--- src/rtl/adder_subtractor_pkg.sv ---
// rtl/adder_subtractor_pkg.sv - operation select encodings and default operand width
package adder_subtractor_pkg;

  localparam logic OP_ADD = 1'b0;
  localparam logic OP_SUB = 1'b1;

  localparam int ADDSUB_N_DEFAULT = 8;

endpackage

--- src/rtl/addsub_core.sv ---
// rtl/addsub_core.sv - combinational N+1-bit add/subtract with carry/borrow in
// Signed-overflow output present only when ADDSUB_OVF_EN is defined.
module addsub_core
  import adder_subtractor_pkg::*;
#(
  parameter int N = ADDSUB_N_DEFAULT
) (
  input  logic [N-1:0] A,
  input  logic [N-1:0] B,
  input  logic         C_In,
  input  logic         Add_Sub,
`ifdef ADDSUB_OVF_EN
  output logic         ovf,
`endif
  output logic [N:0]   result
);

  logic [N:0] a_ext;
  logic [N:0] b_ext;
  logic [N:0] c_ext;

  assign a_ext = {1'b0, A};
  assign b_ext = {1'b0, B};
  assign c_ext = {{N{1'b0}}, C_In};

  // Zero-extended operands make bit N the carry on add and the borrow on subtract.
  always_comb begin
    if (Add_Sub == OP_SUB) begin
      result = a_ext - b_ext - c_ext;
    end else begin
      result = a_ext + b_ext + c_ext;
    end
  end

`ifdef ADDSUB_OVF_EN
  logic b_eff_msb;

  assign b_eff_msb = (Add_Sub == OP_SUB) ? ~B[N-1] : B[N-1];
  assign ovf       = (A[N-1] == b_eff_msb) && (result[N-1] != A[N-1]);
`endif

endmodule

--- src/rtl/adder_subtractor.sv ---
// rtl/adder_subtractor.sv - registered add/subtract, one-cycle latency, no backpressure
// Optional ovf output enabled by defining ADDSUB_OVF_EN.
module adder_subtractor
  import adder_subtractor_pkg::*;
#(
  parameter int N = ADDSUB_N_DEFAULT
) (
  input  logic         clk,
  input  logic         rst_n,
  input  logic [N-1:0] A,
  input  logic [N-1:0] B,
  input  logic         C_In,
  input  logic         Add_Sub,
  input  logic         in_valid,
`ifdef ADDSUB_OVF_EN
  output logic         ovf,
`endif
  output logic [N:0]   Out,
  output logic         out_valid
);

  logic [N:0] core_result;

`ifdef ADDSUB_OVF_EN
  logic core_ovf;
`endif

  addsub_core #(.N(N)) u_core (
    .A       (A),
    .B       (B),
    .C_In    (C_In),
    .Add_Sub (Add_Sub),
`ifdef ADDSUB_OVF_EN
    .ovf     (core_ovf),
`endif
    .result  (core_result)
  );

  // Out (and ovf) hold their last value across idle cycles; only out_valid drops.
  always_ff @(posedge clk or negedge rst_n) begin
    if (!rst_n) begin
      Out       <= '0;
      out_valid <= 1'b0;
    end else begin
      out_valid <= in_valid;
      if (in_valid) begin
        Out <= core_result;
      end
    end
  end

`ifdef ADDSUB_OVF_EN
  always_ff @(posedge clk or negedge rst_n) begin
    if (!rst_n) begin
      ovf <= 1'b0;
    end else if (in_valid) begin
      ovf <= core_ovf;
    end
  end
`endif

endmodule

--- config.mk ---
export PLATFORM = sky130hd
export DESIGN_NAME = adder_subtractor
export DESIGN_NICKNAME = d
export VERILOG_FILES = /design/src/rtl/adder_subtractor_pkg.sv /design/src/rtl/addsub_core.sv /design/src/rtl/adder_subtractor.sv
export SDC_FILE = /design/constraint.sdc
export NUM_CORES = 1
export LEC_CHECK = 0
export BUFFER_PORTS_ARGS = -buffer_cell sky130_fd_sc_hd__buf_2
export CAP_MARGIN = 20
export CORE_MARGIN = 2
export CORE_UTILIZATION = 54
export CTS_CLUSTER_SIZE = 14
export DETAILED_ROUTE_END_ITERATION = 12
export PLACE_DENSITY = 0.91
export SYNTH_ARGS = -nofsm -noshare
export SYNTH_HDL_FRONTEND = slang
export SYNTH_HIERARCHICAL = 1
export SYNTH_SLANG_ARGS = --single-unit
--- constraint.sdc ---
create_clock -name clk -period 0.8 [get_ports clk]
set_input_delay 0.16 -clock clk [delete_from_list [all_inputs] [get_ports clk]]
set_output_delay 0.16 -clock clk [all_outputs]
set_load 0.03 [all_outputs]
==> results of run 1 <==
[synthesized netlist by cell type]
library cell and number:
dfrtp_1 10, fa_1 4, nand2_1 5, ha_1 21, a31o_2 1, clkbuf_1 1, o41ai_1 2, and2b_1 1
inv_1 25, or2_2 1, a221oi_1 1, xor2_1 3, nor4_1 1, xnor2_1 8, a21o_1 3, or3_1 1
mux2i_1 5, o41ai_2 1, o21bai_1 1, a211o_1 1, o41a_1 1, mux2_4 9, nor3_1 5, a221oi_2 2
a21oi_1 10, buf_6 1, inv_2 2, or4_1 1, a31oi_1 1, o21ai_0 3, mux2_1 1, nor2_1 7
[what timing repair did]
item	CTS
resized for setup	47
buffers inserted	11
hold buffers	1
endpoints found under the hold margin	10
pin swaps	20
endpoints found under the setup margin	19
[kinds of logic after synthesis]
logic type	count (synthesis)
buf+inv	29
compound gates	27
fa+ha+maj	25
simple gates	22
mux	15
xor+xnor	11
flops	10
[per-stage QoR]
step / instances / setup WS [ps] / setup TNS (ps) / utilization
2_1_floorplan: 139 / -1240 / -8280 / -
3_3_place_gp: 231 / -1490 / -10380 / 0.834
3_5_place_dp: 231 / -1620 / -11170 / 0.834
4_1_cts: 247 / -1250 / -9540 / 0.969
==> out/results.ini, run 1 <==
[synthesis]
synth_cell_types=32
syn_avg_cell_area_sq_um=9.42
synthAdderAreaFrac=0.262
synth_seq_area_share=0.191
synth_simple_gate_area_frac=0.0793
yosysWarnings=6
synth.top_cell.area_share=0.201
ys_top_cells_by_area=ha_1 20%, dfrtp_1 19%, mux2_4 10%
muxShareOfSynthArea=0.150
synth_top_area_cell=ha_1
syn-num-nets=185
synth_area_sq_um=1310
synth_compound_area_frac=0.155
synth_cells=139
synth_top_family_by_area=adder cells
synthXorXnorAreaFrac=0.0736
synth_seq_cells=10

[outcome]
status=did not finish
lastStage=global routing
error_line=[ERROR DPL-0038] Utilization greater than 100%, impossible to legalize

[sta]
grt_repair_worst_endpoint=Out[8]$_DFFE_PN0P_/D
endpoint_type=register data pin

[placement]
place_area_sq_um=1880
portBuffers=30
place_congestion=0.804
hpwlAfterDp_mm=3.19

[clock_tree]
root_buffer=clkbuf_4
cts.sinks=10
h-tree-depth=1
cts_buffers=3
clockBufferDepth=2

[floorplanning]
initial_core_util=0.580
die_h_microns=53.2
io_pins=31
num_rows=17
die_w_microns=53.2

[global_routing]
grt_max_degree=13

==> inputs of run 2 (changes only) <==
--- a/config.mk
+++ b/config.mk
@@ -7,11 +7,10 @@
 export LEC_CHECK = 0
 export BUFFER_PORTS_ARGS = -buffer_cell sky130_fd_sc_hd__buf_2
 export CAP_MARGIN = 20
-export CORE_MARGIN = 2
-export CORE_UTILIZATION = 54
-export CTS_CLUSTER_SIZE = 14
+export CORE_AREA = 2 2 63 65
 export DETAILED_ROUTE_END_ITERATION = 12
-export PLACE_DENSITY = 0.91
+export DIE_AREA = 0 0 65 67
+export PLACE_DENSITY_LB_ADDON = 0.15
 export SYNTH_ARGS = -nofsm -noshare
 export SYNTH_HDL_FRONTEND = slang
 export SYNTH_HIERARCHICAL = 1
==> run 2 against run 1 <==
Net effect:
- the flow now finishes, with violations (negative setup slack)
- area after synthesis unchanged
- synthesized cell count did not move
==> out/results.ini, run 2 <==
[outcome]
violations=negative setup slack
status=complete, but fails checks  ; was did not finish

[clock_tree]
root_buffer=clkbuf_8  ; was clkbuf_4
cts_buffers=3  ; unchanged
clockBufferDepth=2  ; unchanged
clk_pin_slew_ps=50
h-tree-depth=1  ; unchanged
cts.sinks=10  ; unchanged
insertion_delay_ps=230
cts_tree=built

[synthesis]
syn-num-nets=185  ; unchanged
syn_avg_cell_area_sq_um=9.42  ; unchanged
muxShareOfSynthArea=0.150  ; unchanged
synth.top_cell.area_share=0.201  ; unchanged
ys_top_cells_by_area=ha_1 20%, dfrtp_1 19%, mux2_4 10%  ; unchanged
synth_edf_count=0  ; unchanged
synth.most_common_cell=inv_1  ; unchanged
synthFlopType=dfrtp_1  ; unchanged
synth_seq_area_share=0.191  ; unchanged
synth_top_area_cell=ha_1  ; unchanged
synth_top_family_by_area=adder cells  ; unchanged
yosysWarnings=6  ; unchanged
synth_cell_types=32  ; unchanged
synth_simple_gate_area_frac=0.0793  ; unchanged
synth_seq_cells=10  ; unchanged
synth_area_sq_um=1310  ; unchanged
synth_cells=139  ; unchanged
postSynth.asyncResetShare=1.00  ; unchanged
yosys-top-cells-count=25 x inv_1, 21 x ha_1, 10 x a21oi_1, 10 x dfrtp_1, 9 x mux2_4  ; unchanged
synthAdderAreaFrac=0.262  ; unchanged
synthXorXnorAreaFrac=0.0736  ; unchanged
synth_compound_area_frac=0.155  ; unchanged

[routing]
viasPerCell=4.73
ant_nets=0
drc_errors=0
num_vias=1309
drt-total-wl_mm=3.45
post_drt_wl_per_cell_microns=12.4
dr.pass1.iters=4
initialDrtViolationCount=49

[sta]
worst_slack_ps=-1120
hold_viol_final=0
final.setup_skew_ps=0
slew_viol_final=0
clock.fmax_mhz=520
period_share=2.41
rsz0062_at_grt=true
slew_headroom=0.725
setup_viol=19
min_period_ps=1920
tightest_slew_ps=408

[setup_path]
cpPeakStageDelay_ps=340
worstPathArrival_ps=2040
cpMostUsedCell=ha_4
cp.required_ps=920
endpoint_kind=flop
cp_max_fo=2
start_kind=input port
critical_path_class=input port to flop
r2r_setup_slack_ps=-110
crit_chain=buf_12, inv_12, ha_4, inv_4, ha_4, a21o_1, a31o_4, o41a_1, xor2_1, a21oi_1, mux2_4
crit_slowest_cell=o41a_1

[layout]
reg_top3=Out (9), out_valid (1)
largest_reg_flops=9
drive_above_1_share=0.638
final_util=0.667
layout_commonest_cell=buf_4
regMostFlops=Out
finalNetCount=276
diodes=0
area_growth_pct=83.7
layout_common_cells=52 x buf_4, 17 x buf_6, 15 x inv_1, 14 x buf_2, 12 x ha_1

[floorplanning]
initial_core_util=0.363  ; was 0.580
dieArea_sq_um=4360
die_h_microns=67  ; was 53.2 microns
num_rows=22  ; was 17
die_w_microns=65  ; was 53.2 microns
io_pins=31  ; unchanged
core_sq_um=3610

[worst_hold_path]
hp-class=input port to flop

[global_routing]
grt_max_degree=13
antenna_found_initial=0
grt_pass1_wl_mm=5.30
grt_usage=0.156
grt_pass1_vias=1266
overflow=0

[flow_run]
max_cap_violations=0

[placement]
portBuffers=30  ; unchanged
place_congestion=0.803  ; was 0.804
hpwlAfterDp_mm=2.46  ; was 3.19 mm

[pwr]
leakagePower_nw=1.19
ir_drop_mv=0.542
total_power_mw=3.93
p_per_area_nw_per_um2=1630

==> run 2: cell counts after synthesis <==
No cell type changed its count.
==> run 2: logic make-up (layout without fill, tap and decap cells) <==
kind of cell / Yosys count / count (layout)
buffers and inverters: 29 / 119
AOI/OAI and AO/OA: 27 / 27
adders and majority gates: 25 / 25
and+or+nand+nor: 22 / 22
muxes: 15 / 15
xor gates and xnor gates: 11 / 11
DFF: 10 / 10
==> run 2: through the flow <==
step / std cells / hold WS, ps / TNS (ps) / instance area (sq um) / worst slack, ps
6_report: 277 / 217 / -9700 / 2400 / -1120
5_1_grt: 277 / 215 / -10390 / 2400 / -1200
4_1_cts: 270 / 213 / -9290 / 2210 / -1190
3_5_place_dp: 253 / 24.7 / -10840 / 1910 / -1560
3_3_place_gp: 253 / 19.3 / -10650 / 1910 / -1530
2_1_floorplan: 139 / -136 / -8280 / 1410 / -1240
==> run 2: worst max-delay path: cells and delay by family <==
family / cells / cell delay [ps]
AO/OA/AOI/OAI: 4 / 850
XOR/XNOR: 1 / 140
adder cells (fa/ha/maj): 2 / 480
buffers and inverters: 3 / 160
multiplexers: 1 / 260
==> run 2: worst paths after layout <==
| check | startpoint | to | cells past startpoint |
|---|---|---|---|
| setup reg to reg | Out[3] | Out[3] | 2 |
| setup / recovery | A[4] | Out[8] | 11 |
| hold reg to reg | Out[5] | Out[5] | 2 |
| hold / removal | in_valid | out_valid | 2 |
| max in group asynchronous | rst_n | Out[8] | 2 |
| min in group asynchronous | rst_n | Out[2] | 2 |
==> run 2: cell type report <==
| type | count | area, sq um |
|---|---|---|
| well taps | 48 | 60.1 |
| multi-input cells | 100 | 1170 |
| fillers | 281 | 1200 |
| repair buffers | 88 | 732 |
| clock buffers | 4 | 55.1 |
| inverters | 27 | 134 |
| flip-flops and latches | 10 | 250 |
==> run 2: power by group <==
group / switching (mW) / leakage (nW) / internal [mW]
clock: 0.194 / 0.0288 / 0.432
combinational: 1.12 / 1.04 / 1.44
sequential: 0.0963 / 0.117 / 0.643
==> run 2: metal layers <==
metal | vias up | share of wire | GRT usage
met4 | 0 | 0.0081 | 0.0479
li1 | 659 | - | -
met2 | 30 | 0.55 | 0.313
met5 | - | 0 | 0
met3 | 3 | 0.026 | 0.0101
met1 | 617 | 0.41 | 0.173
==> run 2: repair_timing <==
| item | in CTS | in global routing |
|---|---|---|
| setup buffers | 12 | 8 |
| endpoints found under the setup margin | 19 | 19 |
| endpoints found under the hold margin | 10 | 0 |
| hold buffers | 1 | 0 |
| pin swaps | 20 | 22 |
| resized for setup | 45 | 24 |
Note: power is estimated with default switching activity, not from simulation.
==> inputs of run 3 (changes only) <==
==> constraint.sdc (replaced) <==
create_clock -name clk -period 0.8 [get_ports clk]
set_input_delay 0.16 -clock clk [delete_from_list [all_inputs] [get_ports clk]]
set_output_delay 0.16 -clock clk [all_outputs]
set_load 0.1 [all_outputs]
==> run 3 against run 2 <==
Net effect:
- the flow still finishes with violations (negative setup slack)
- non-clock buffer count fell by 18
- design area fell by 2.8%
- hold slack got worse by 4.4 ps
- critical path depth did not move
- total power rose by 23%
- clock power rose by 1%
- combinational power rose by 29%
- highest routed layer unchanged
==> out/results.ini, run 3 (synthesis results as in run 2) <==
[sta]
period_share=2.40  ; was 2.41
setup_tns_ps=-10370  ; was -9700 ps
slew_viol_final=0  ; unchanged
rsz0062_at_grt=true  ; unchanged
slew_headroom=0.740  ; was 0.725
min_period_ps=1920  ; about the same
worst_slack_ps=-1120  ; about the same
setup_viol=19  ; unchanged
final.setup_skew_ps=0  ; unchanged
tightest_slew_ps=385  ; was 408 ps
hold_viol_final=0  ; unchanged
clock.fmax_mhz=521  ; was 520 MHz

[outcome]
status=complete, but fails checks  ; unchanged
violations=negative setup slack  ; unchanged

[clock_tree]
cts_tree=built  ; unchanged
root_buffer=clkbuf_8  ; unchanged
cts_buffers=3  ; unchanged
clk_pin_slew_ps=50  ; about the same
cts.sinks=10  ; unchanged
h-tree-depth=1  ; unchanged
insertion_delay_ps=240  ; was 230 ps
clockBufferDepth=2  ; unchanged

[layout]
layout_commonest_cell=buf_4  ; unchanged
diodes=0  ; unchanged
drive_above_1_share=0.635  ; was 0.638
reg_top3=Out (9), out_valid (1)  ; unchanged
area_growth_pct=78.6  ; was 83.7%
finalNetCount=258  ; was 276
layout_common_cells=37 x buf_4, 15 x buf_2, 15 x inv_1, 13 x ha_1, 12 x buf_12  ; was 52 x buf_4, 17 x buf_6, 15 x inv_1, 14 x buf_2, 12 x ha_1
multi_input_area_sq_um=1140  ; was 1170 sq um
final_cell_area_sq_um=2340  ; was 2400 sq um
final-seq-area_sq_um=288  ; was 250 sq um
final_util=0.648  ; was 0.667
largest_reg_flops=9  ; unchanged
n_fill_cell=274  ; was 281
regMostFlops=Out  ; unchanged

[routing]
initialDrtViolationCount=44  ; was 49
viasPerCell=4.66  ; was 4.73
post_drt_wl_per_cell_microns=12.3  ; was 12.4 microns
ant_nets=0  ; unchanged
drc_errors=0  ; unchanged
drt-total-wl_mm=3.20  ; was 3.45 mm
dr.pass1.iters=4  ; unchanged
num_vias=1206  ; was 1309

[flow_run]
max_cap_violations=0  ; unchanged

[pwr]
p_per_area_nw_per_um2=2070  ; was 1630 nW/um^2
clockPowerShare=0.132  ; was 0.159
p_switching_mw=2.15  ; was 1.41 mW
ir_drop_mv=0.633  ; was 0.542 mV
swShare=0.446  ; was 0.359
p_int_mw=2.67  ; was 2.52 mW
comb_power_share=0.686  ; was 0.653
p_seq_frac=0.183  ; was 0.188
leakagePower_nw=1.11  ; was 1.19 nW

[floorplanning]
dieArea_sq_um=4360  ; unchanged
io_pins=31  ; unchanged
initial_core_util=0.363  ; unchanged
die_w_microns=65  ; unchanged
num_rows=22  ; unchanged
core_sq_um=3610  ; unchanged
die_h_microns=67  ; unchanged

[global_routing]
overflow=0  ; unchanged
antenna_found_initial=0  ; unchanged
grt_max_degree=11  ; was 13
grt_usage=0.165  ; was 0.156
grt_pass1_vias=1239  ; was 1266
grt_pass1_wl_mm=5.49  ; was 5.30 mm

[placement]
place_congestion=0.777  ; was 0.803
portBuffers=30  ; unchanged
hpwlAfterDp_mm=2.67  ; was 2.46 mm
place_area_sq_um=2060  ; was 1910 sq um

[setup_path]
crit_family=compound AO/OA/AOI/OAI gates  ; unchanged
cp_num_buf_inv=3  ; unchanged
start_kind=input port  ; unchanged
cp.required_ps=920  ; about the same
worstPathArrival_ps=2040  ; about the same
crit_chain=buf_8, inv_12, fa_2, inv_2, ha_4, and2b_2, a21oi_4, o41ai_4, xnor2_1, a211o_1, mux2_4  ; was buf_12, inv_12, ha_4, inv_4, ha_4, a21o_1, a31o_4, o41a_1, xor2_1, a21oi_1, mux2_4
crit_slowest_cell=fa_2  ; was o41a_1
critical_path_class=input port to flop  ; unchanged
endpoint_kind=flop  ; unchanged
cpPeakStageDelay_ps=390  ; was 340 ps
cp_max_fo=3  ; was 2

[worst_hold_path]
hp-class=input port to flop  ; unchanged

[run 3: worst paths after layout]
check                      startpoint        end  slack (ps)  cells after the start
max                              A[0]     Out[7]       -1120                     11
max reg2reg                    Out[7]     Out[7]        -210                      2
min reg2reg                    Out[6]     Out[6]         590                      1
min                          in_valid  out_valid         210                      2
max in group asynchronous       rst_n     Out[6]         290                      2
min in group asynchronous       rst_n     Out[0]         300                      2
[run 3: layer usage]
| layer | part of all wire | global-route usage | routed length [microns] |
|---|---|---|---|
| met5 | 0 | 0 | 0 |
| met4 | 0.021 | 0.0904 | 68 |
| met3 | 0.030 | 0.0118 | 95 |
| met2 | 0.53 | 0.313 | 1700 |
| met1 | 0.42 | 0.182 | 1340 |
[run 3: layout make-up]
cell class,count,share of cell area
repair buffers,70,0.285
clock buffers,4,0.0236
flip-flops and latches,10,0.123
multi-input cells,100,0.486
inverters,27,0.0562
well taps,48,0.0257
[run 3: timing repair]
action | CTS | global route
resized for setup | 22 | 18
setup endpoints to repair | 19 | 19
pin swaps | 15 | 13
buffers inserted | 4 | 2
endpoints found under the hold margin | 10 | 0
hold buffers | 1 | 0
[run 3: power groups by stage]
| stage | combinational (mW) | sequential (mW) | clock [mW] |
|---|---|---|---|
| 2_1_floorplan | 0.956 | 1.81 | 0 |
| 3_3_place_gp | 2.96 | 0.887 | 0 |
| 3_5_place_dp | 3.02 | 0.902 | 0 |
| 4_1_cts | 3.20 | 0.886 | 0.655 |
| 5_1_grt | 3.49 | 0.907 | 0.677 |
| 6_report | 3.31 | 0.882 | 0.635 |
[run 3: through the flow]
stage                     hold WS, ps  setup slack [ps]  total power [mW]  instances
after global placement           23.0             -1500              3.85        248
after detailed placement         25.2             -1550              3.92        248
final                             213             -1120              4.83        259
after global routing              209             -1190              5.07        259
after CTS                         210             -1180              4.74        257
after floorplan                  -136             -1240              2.77        139
